## config.mk

```make
export PLATFORM = sky130hd
export DESIGN_NAME = fft_frame_stream
export DESIGN_NICKNAME = d
export VERILOG_FILES = /design/src/rtl/fft_pkg.sv /design/src/rtl/fft_out_serializer.sv /design/src/rtl/fft_frame_stream.sv
export SDC_FILE = /design/constraint.sdc
export NUM_CORES = 2
export LEC_CHECK = 0
export ABC_AREA = 1
export CAP_MARGIN = 20
export CELL_PAD_IN_SITES_DETAIL_PLACEMENT = 1
export CELL_PAD_IN_SITES_GLOBAL_PLACEMENT = 2
export CORE_AREA = 2 2 616 618
export DETAILED_ROUTE_END_ITERATION = 6
export DIE_AREA = 0 0 618 620
export PLACE_DENSITY_LB_ADDON = 0.2
export SETUP_SLACK_MARGIN = 0.3
export SYNTH_ARGS = -nofsm -noshare
export SYNTH_HDL_FRONTEND = slang
export SYNTH_SLANG_ARGS = --single-unit
export TNS_END_PERCENT = 30
```

## constraint.sdc

```tcl
create_clock -name clk2 -period 36.7 [get_ports clk2]
set_input_delay 3.67 -clock clk2 [delete_from_list [all_inputs] [get_ports clk2]]
set_output_delay 3.67 -clock clk2 [all_outputs]
set_load 0.05 [all_outputs]
```

## src/rtl/fft_pkg.sv

```systemverilog
// Shared definitions for the FFT frame engine: FSM states, bin index
// reversal and a word-slice macro for NPTS*N packed frame buses.
`ifndef FFT_PKG_SV
`define FFT_PKG_SV

// Word j of a packed bus whose words are w bits wide.
`define FFT_WORD(bus, j, w) bus[(j)*(w) +: (w)]

package fft_pkg;

  typedef enum logic [1:0] {
    ST_IDLE    = 2'd0,
    ST_COMPUTE = 2'd1,
    ST_SERIAL  = 2'd2
  } fft_state_t;

  // Widest index supported (NPTS up to 256).
  localparam int unsigned FFT_MAX_LOGN = 8;

  // Reverse the low logn bits of k; upper bits of the result are zero.
  function automatic logic [FFT_MAX_LOGN-1:0] bitrev(
    input logic [FFT_MAX_LOGN-1:0] k,
    input int unsigned             logn
  );
    logic [FFT_MAX_LOGN-1:0] r;
    r = '0;
    for (int unsigned b = 0; b < logn; b++) begin
      r[b] = k[logn-1-b];
    end
    return r;
  endfunction

endpackage

`endif

```

## src/rtl/fft_out_serializer.sv

```systemverilog
// Output stage: captures the core result, then streams each bin as a
// real beat followed by an imaginary beat over a valid/ready handshake.
module fft_out_serializer
  import fft_pkg::*;
#(
  parameter int unsigned N    = 16,
  parameter int unsigned NPTS = 32,
  parameter int unsigned LOGN = 5
) (
  input  logic              i_clk,
  input  logic              i_rst,
  input  logic              i_capture,
  input  logic              i_bitrev,
  input  logic [NPTS*N-1:0] i_core_r,
  input  logic [NPTS*N-1:0] i_core_i,
  input  logic              i_out_ready,
  output logic              o_out_valid,
  output logic [N-1:0]      o_out_data,
  output logic              o_out_type,
  output logic [LOGN-1:0]   o_out_index,
  output logic              o_out_last,
  output logic              o_frame_done,
  output logic              o_final_hs
);

  // 2*NPTS-1 is all ones in LOGN+1 bits.
  localparam logic [LOGN:0] BEAT_LAST = '1;

  logic [N-1:0]    r_re [NPTS];
  logic [N-1:0]    r_im [NPTS];
  logic [LOGN:0]   r_bcnt;
  logic            r_valid;
  logic            r_done;
  logic [LOGN-1:0] w_k;
  logic [LOGN-1:0] w_idx;
  logic            w_hs;
  logic            w_last;

  assign w_k    = r_bcnt[LOGN:1];
  assign w_idx  = i_bitrev ? LOGN'(bitrev(FFT_MAX_LOGN'(w_k), LOGN)) : w_k;
  assign w_last = (r_bcnt == BEAT_LAST);
  assign w_hs   = r_valid & i_out_ready;

  assign o_out_valid  = r_valid;
  assign o_out_type   = r_bcnt[0];
  assign o_out_index  = w_idx;
  assign o_out_data   = r_bcnt[0] ? r_im[w_idx] : r_re[w_idx];
  assign o_out_last   = w_last;
  assign o_frame_done = r_done;
  assign o_final_hs   = w_hs & w_last;

  // Capture the result bins, then advance the beat counter on each handshake.
  always_ff @(posedge i_clk) begin
    if (i_rst) begin
      for (int unsigned j = 0; j < NPTS; j++) begin
        r_re[j] <= '0;
        r_im[j] <= '0;
      end
      r_bcnt  <= '0;
      r_valid <= 1'b0;
      r_done  <= 1'b0;
    end else begin
      r_done <= w_hs & w_last;
      if (i_capture) begin
        for (int unsigned j = 0; j < NPTS; j++) begin
          r_re[j] <= `FFT_WORD(i_core_r, j, N);
          r_im[j] <= `FFT_WORD(i_core_i, j, N);
        end
        r_bcnt  <= '0;
        r_valid <= 1'b1;
      end else if (w_hs) begin
        if (w_last) begin
          r_bcnt  <= '0;
          r_valid <= 1'b0;
        end else begin
          r_bcnt <= r_bcnt + 1'b1;
        end
      end
    end
  end

endmodule

```

## src/rtl/fft_frame_stream.sv

```systemverilog
// Handshaked frame engine around a parallel FFT core: double-buffered
// sample loading, hold register to the core, fixed-latency capture and
// serialised output of the complex bins.
module fft_frame_stream
  import fft_pkg::*;
#(
  parameter int unsigned N        = 16,
  parameter int unsigned Q        = 8,
  parameter int unsigned NPTS     = 32,
  parameter int unsigned LOGN     = 5,
  parameter int unsigned CORE_LAT = 0
) (
  input  logic              clk2,
  input  logic              rst,
  input  logic              in_valid,
  output logic              in_ready,
  input  logic [N-1:0]      in_data,
  input  logic              mode_bitrev,
  output logic [NPTS*N-1:0] core_in_r,
  input  logic [NPTS*N-1:0] core_out_r,
  input  logic [NPTS*N-1:0] core_out_i,
  output logic              out_valid,
  input  logic              out_ready,
  output logic [N-1:0]      out_data,
  output logic              out_type,
  output logic [LOGN-1:0]   out_index,
  output logic              out_last,
  output logic              busy,
  output logic              frame_done
);

  // Q only documents the fixed-point format of the data passing through.
  if (Q >= N) begin : g_q_wider_than_word
  end

  fft_state_t        r_state;
  fft_state_t        w_state_nxt;
  logic [N-1:0]      r_ld [NPTS];
  logic [LOGN-1:0]   r_wcnt;
  logic              r_ld_full;
  logic              r_in_ready;
  logic [NPTS*N-1:0] r_hold;
  logic              r_br_q;
  logic [3:0]        r_lat;
  logic              w_acc;
  logic              w_xfer;
  logic              w_capture;
  logic              w_final_hs;
  logic              w_ld_full_nxt;

  assign w_acc  = in_valid & r_in_ready;
  assign w_xfer = r_ld_full & ((r_state == ST_IDLE) | w_final_hs);
  assign w_ld_full_nxt = w_xfer ? 1'b0 : (r_ld_full | (w_acc & (r_wcnt == '1)));

  assign in_ready  = r_in_ready;
  assign core_in_r = r_hold;
  assign busy      = (r_state != ST_IDLE);

  // FSM state register.
  always_ff @(posedge clk2) begin
    if (rst) r_state <= ST_IDLE;
    else     r_state <= w_state_nxt;
  end

  // Next state and capture strobe.
  always_comb begin
    w_state_nxt = r_state;
    w_capture   = 1'b0;
    unique case (r_state)
      ST_IDLE:    if (w_xfer) w_state_nxt = ST_COMPUTE;
      ST_COMPUTE: if (r_lat == 4'd0) begin
                    w_capture   = 1'b1;
                    w_state_nxt = ST_SERIAL;
                  end
      ST_SERIAL:  if (w_final_hs) w_state_nxt = w_xfer ? ST_COMPUTE : ST_IDLE;
      default:    w_state_nxt = ST_IDLE;
    endcase
  end

  // Load-side control: write pointer, full flag and registered ready.
  always_ff @(posedge clk2) begin
    if (rst) begin
      r_wcnt     <= '0;
      r_ld_full  <= 1'b0;
      r_in_ready <= 1'b0;
    end else begin
      r_ld_full  <= w_ld_full_nxt;
      r_in_ready <= ~w_ld_full_nxt;
      if (w_xfer)     r_wcnt <= '0;
      else if (w_acc) r_wcnt <= r_wcnt + 1'b1;
    end
  end

  // Load buffer storage; stale contents are harmless since r_wcnt restarts at 0.
  always_ff @(posedge clk2) begin
    if (w_acc) r_ld[r_wcnt] <= in_data;
  end

  // Transfer: hold register, bit-reverse mode and core latency countdown.
  always_ff @(posedge clk2) begin
    if (rst) begin
      r_hold <= '0;
      r_br_q <= 1'b0;
      r_lat  <= '0;
    end else begin
      if (w_xfer) begin
        for (int unsigned j = 0; j < NPTS; j++) begin
          `FFT_WORD(r_hold, j, N) <= r_ld[j];
        end
        r_br_q <= mode_bitrev;
        r_lat  <= 4'(CORE_LAT);
      end else if ((r_state == ST_COMPUTE) && (r_lat != 4'd0)) begin
        r_lat <= r_lat - 1'b1;
      end
    end
  end

  fft_out_serializer #(
    .N    (N),
    .NPTS (NPTS),
    .LOGN (LOGN)
  ) u_ser (
    .i_clk        (clk2),
    .i_rst        (rst),
    .i_capture    (w_capture),
    .i_bitrev     (r_br_q),
    .i_core_r     (core_out_r),
    .i_core_i     (core_out_i),
    .i_out_ready  (out_ready),
    .o_out_valid  (out_valid),
    .o_out_data   (out_data),
    .o_out_type   (out_type),
    .o_out_index  (out_index),
    .o_out_last   (out_last),
    .o_frame_done (frame_done),
    .o_final_hs   (w_final_hs)
  );

endmodule

```

Word-level counts from Yosys, hierarchy flattened. Memory sizes are Yosys's and may differ from the RTL's. A register that Yosys moved wholly into a read port is not among the register bits. Cells that the tools add are included.

Register bits: 22. Input bits: 1045. Memories: 3. Output and inout port bits: 539. RAM bits: 1536. Logic and storage cells: 190.

Memories: r_ld (words 32, width 16, read ports 32, clocked after memory_dff 32, write ports 1, line fft_frame_stream.sv:38) `logic [N-1:0] r_ld [NPTS];`; u_ser.r_im (words 32, width 16, read ports 1, clocked after memory_dff 0, write ports 32, line fft_out_serializer.sv:30) `logic [N-1:0] r_im [NPTS];`; u_ser.r_re (words 32, width 16, read ports 1, clocked after memory_dff 0, write ports 32, line fft_out_serializer.sv:29) `logic [N-1:0] r_re [NPTS];`.

Multiplexer cells: 85. Equal/unequal tests: 7. Reductions and logical operators: 11. Bitwise operators: 72. Add/subtract/negate cells: 3.

Operator list (number): $mux 16 (65); $or 1x1->1 (66); $mux 1 (14); $add 6x1->6 const B (1); $eq 6x6->1 const B (1); $mux 2 (3); $mux 6 (1); $ne 2x2->1 const B (3); $pmux 2 s3 (1); $reduce_bool 2->1 (3); $add 5x1->5 const B (1); $and 1x1->1 (5); $eq 5x5->1 const B (1); $mux 5 (1); $logic_not 4->1 (1); $reduce_bool 4->1 (1); $reduce_or 2->1 (2); $sub 4x1->4 const B (1); $reduce_and 3->1 (1); $eq 2x1->1 const B (1); $eq 2x2->1 const B (1); $logic_not 2->1 (1); $reduce_and 2->1 (1); $logic_and 1x1->1 (1); $not 1->1 (1).

Logic depth before layout (Yosys ltp).
Word-level depth: 7. Mapped depth: 13. Mapped depth without buffers: 11.

Cells and area by module. From an unflattened synthesis, not the netlist that was laid out.

Cell total of the unflattened synthesis: 9324. Area, all modules: 87007.2 sq um.

Modules (own cells, without submodules): fft_out_serializer (area each 53202.3 sq um, times used 1, cells an instance 6449, sequential area each 30909.6 sq um); fft_frame_stream (area each 33804.9 sq um, times used 1, cells an instance 2875, sequential area each 25904.8 sq um).

Least setup slack after synthesis. OpenSTA, ideal clock, no wires.

Kind: input port to flip-flop. Start point: in rst. End point: mem u_ser.r_im[0][0] (enable). Path slack: 11.545 ns. Required time: 35.336 ns. Data arrival time: 23.791 ns. Stages: 3. Setup time: 1.364 ns. Buffers on the path: 1. Path through: clkbuf_1 -> nor2_1 -> inv_1.

RTL lines: start: declaration (line fft_frame_stream.sv:14) `input logic rst,`; end: declaration (line fft_out_serializer.sv:30).

Worst setup path after layout.
Start point: reg r_br_q. End point: out out_data[1].

Longest elaborated chain between the ends: 3. Elaborated cells on any way between the ends: 4. Classes of those cells: mux: 2; memory: 2.

Ends and longest elaborated chain: start: declaration (line fft_frame_stream.sv:43) `logic r_br_q;`; start signal: assignment (line fft_frame_stream.sv:110) `r_br_q <= mode_bitrev;`; $mux 5 (*) (line fft_out_serializer.sv:40) `assign w_idx = i_bitrev ? LOGN'(bitrev(FFT_MAX_LOGN'(w_k), LOGN)) : w_k;`; $mem_v2 32x16, on equally long branches; $mux 16 (*) (line fft_out_serializer.sv:47) `assign o_out_data = r_bcnt[0] ? r_im[w_idx] : r_re[w_idx];`; end: declaration (line fft_frame_stream.sv:24) `output logic [N-1:0] out_data,`.

Every way passes the cells marked *; elsewhere a longest branch is shown, timed or not.

==> results.txt <==
Setup TNS - 0 ps
pwr/cell area - 46.4 nW/um2
share of cells above drive strength 1 - 4.56%
RSZ-0062 raised after global routing - no
final setup vio count - 0
Starting Density - 23.0%
port bufs - 1583
R2R depth - 10
Die X - 618 um
top post-synthesis cells by count - nor2_1 (2094), inv_1 (1946), edfxtp_1 (1536)
die area - 383000 um2
fin crit period - 10970 ps
global route hottest layer - met2
global routing usage on met3 - 5.10%
worst hold path type - reg2reg
Least-Margin Pin Slew - 1600 ps
yosys warns - 0
CTS Buffer Depth - 4
Pins Over Slew Limit - 52
ys async rst share - 0%
TritonRoute pass-1 iters - 6
Reg clk slew, reported paths - 60 ps
# clock sinks - 2070
vias per inst - 4.37
largest area contributor in the netlist - edfxtp_1
status - finished with violations
most frequent cell after synthesis - nor2_1
Leakage - 0.0494 uW
CTS resizes - 0
CTS H-tree depth - 4
Flop pwr share - 48.3%
crit-path max cell delay - 870 ps
Cell Chain, Critical Path - nand2_2 -> nand2_8 -> buf_4 -> buf_4 -> buf_4 -> nand2_1 -> nand2_1 -> nand2_1 -> nand3_1 -> nand3_1 -> nand3_1 -> nand3_1 -> nand2_1 -> clkdlybuf4s50_1
Max Cap Viol - 0
CTS tree - yes
Logic pwr share - 6.3%
final worst path period share - 29.9%
Clock Skew - 99.7 ps
maximum vdd drop - 0.0450 mV
postcts setup bufs - 0
Post-synth EDFFs - 1536
Worst Setup Start Kind - flip-flop
largest net degree at the start of global routing - 206
sequential area share after synthesis - 65.5%
Area growth syn-to-layout - 33.3%
Syn Nets - 10400
Rel. slew slack - -6.63%
Worst EP arrival - 7300 ps
TritonCTS Buffers - 245
Clock Power Share - 45.4%
DP Cell Count - 15500
synthesized instance count - 9311
via count of the first global-routing pass - 74400
nets - 11800
Buffers & Inverters on Critical Path - 4
Core ar. - 377000 um2
Post-DP HPWL - 311000 um
GPL Wtd Cong - 0.863
switching share of power - 23.8%
Starting DRT DRC Count - 4879
share of the synthesized area in the top cell type - 53.2%
Netlist cell types - 30
crit path capture type - primary output
Syn Area/Cell - 9.31 um2
DR vias - 70000
Min-Delay Endpoint - core_in_r[478]$_SDFFE_PP0P_
gr usage total - 22.3%
sw power - 1280 uW
Critical Path RT - 33030 ps
# DRC - 0
Final Hold Vio Count - 0
drt total wl - 441000 um
clk_lat worst skew - 970 ps
CP Class - reg2out
Ports - 1584
Crit Path Max Fanout - 73
Die Y - 620 um
Hold Path Origin - r_ld[29][14]$_DFFE_PP_
R2R Path End - u_ser.r_re[7][2]$_SDFFCE_PN0P_
CP startpoint - r_br_q$_SDFFE_PP0P_
worst hold path depth - 2
hold_buf cts - 0
failing checks - slew limit
post-synthesis cell area - 86700 um2
total gr overflow - 0
initial antenna violation count - 92
R2R Setup Slk - 31790 ps
Post-DRT Antenna Nets - 0
Slowest-stage cell, CP - clkdlybuf4s50_1
WL per Instance - 27.6 um
family with the most delay on the worst path - buffers and inverters
final non-filler cell total - 16000
first-pass GRT wire length - 602000 um
met2 usage - 38.8%
number of cell rows - 226
Yosys reg bits - 2070
Fmax - 0.0912 GHz
leading cell types by total area after synthesis - edfxtp_1 (53%), dfxtp_1 (12%), nor2_1 (9.1%)
R2R Path Start - r_lat[0]$_SDFFE_PP0P_
Root Driver - clkbuf_16
Synth Flop Type - edfxtp_1
met1 Use GR - 26.3%
Power Internal - 4080 uW
power groups by stage:
stage | sequential (uW) | combinational (uW) | clock [uW]
3_5_place_dp | 2640 | 342 | 0
4_1_cts | 2590 | 344 | 2510
3_3_place_gp | 2640 | 343 | 0
6_report | 2590 | 337 | 2440
2_1_floorplan | 2680 | 105 | 0
5_1_grt | 2590 | 362 | 2580
cell type report:
type / count / area [um2]
timing repair buffer: 1695 / 16900
tap: 5016 / 6280
multi-input combinational: 4768 / 20400
sequential: 2070 / 56800
antenna: 38 / 95.1
clock inverter: 107 / 1000
inverter: 1950 / 7350
fill: 43300 / 262000
clock buffer: 347 / 6780
worst reg2reg max path: stages, from the launching register on:
cell,delay (ps)
dfxtp_1,360
inv_1,80
ha_1,200
nand3_1,100
nor2_1,110
nand2_4,400
buf_16,280
buf_4,890
buf_4,1000
buf_4,840
nor2_1,340
metal layers:
metal / part of all wire [%] / routed length, um
met5: 0.0029 / 13
met3: 6.3 / 28000
met1: 40 / 176000
met4: 4.7 / 20800
met2: 49 / 217000
stage by stage:
stage               area [um2]  power, uW  setup WS, ps  utilization (%)  hold slack, ps
floorplan                86700       2790         11540                -             447
global placement        108000       2980         26590             28.5             452
detailed placement      108000       2980         26640             28.5             462
CTS                     115000       5440         25560             30.6             430
global route            116000       5540         25360             30.6             443
finish                  116000       5360         25730             30.7             417
flip-flops by register name, indices dropped and copies added (netlist names):
name	flops
r_ld	512
r_lat	4
u_ser.r_bcnt	6
r_state	2
u_ser.r_re	512
u_ser.r_im	512
core_in_r	512
r_wcnt	5
u_ser.o_out_valid	1
in_ready	1
u_ser.o_frame_done	1
r_ld_full	1
r_br_q	1
layout by cell type (no fill, tap or decap), types with 78 or more instances in the layout:
cell type / netlist / final
buf_4: 5 / 102
nor2_1: 2094 / 2085
clkbuf_16: 0 / 247
nand3_1: 1084 / 1084
dfxtp_1: 534 / 532
nand2_1: 969 / 966
edfxtp_1: 1536 / 1536
clkdlybuf4s50_1: 0 / 1567
o21ai_0: 514 / 513
inv_1: 1946 / 1942
clkbuf_1: 301 / 78
worst max-delay path by stage:
stage / end / slack (ps) / cells past startpoint
6_report: out_data[1] / 25730 / 14
3_3_place_gp: out_data[1] / 26590 / 14
3_5_place_dp: out_data[1] / 26640 / 14
2_1_floorplan: u_ser.r_im[0][0]$_SDFFCE_PN0P_ / 11540 / 3
5_1_grt: out_data[1] / 25360 / 14
4_1_cts: out_data[1] / 25560 / 14
kinds of logic (layout without fill, tap and decap cells):
family / Yosys count / count (layout) / share of synthesized area [%]
AOI/OAI and AO/OA: 534 / 534 / 3.11
xor gates and xnor gates: 4 / 4 / 0.0404
adders and majority gates: 8 / 8 / 0.115
buffers and inverters: 2473 / 4099 / 11.1
DFF: 2070 / 2070 / 65.5
other: 0 / 38 / 0
and+or+nand+nor: 4222 / 4222 / 20.2
Note: power is estimated with default switching activity, not from simulation.
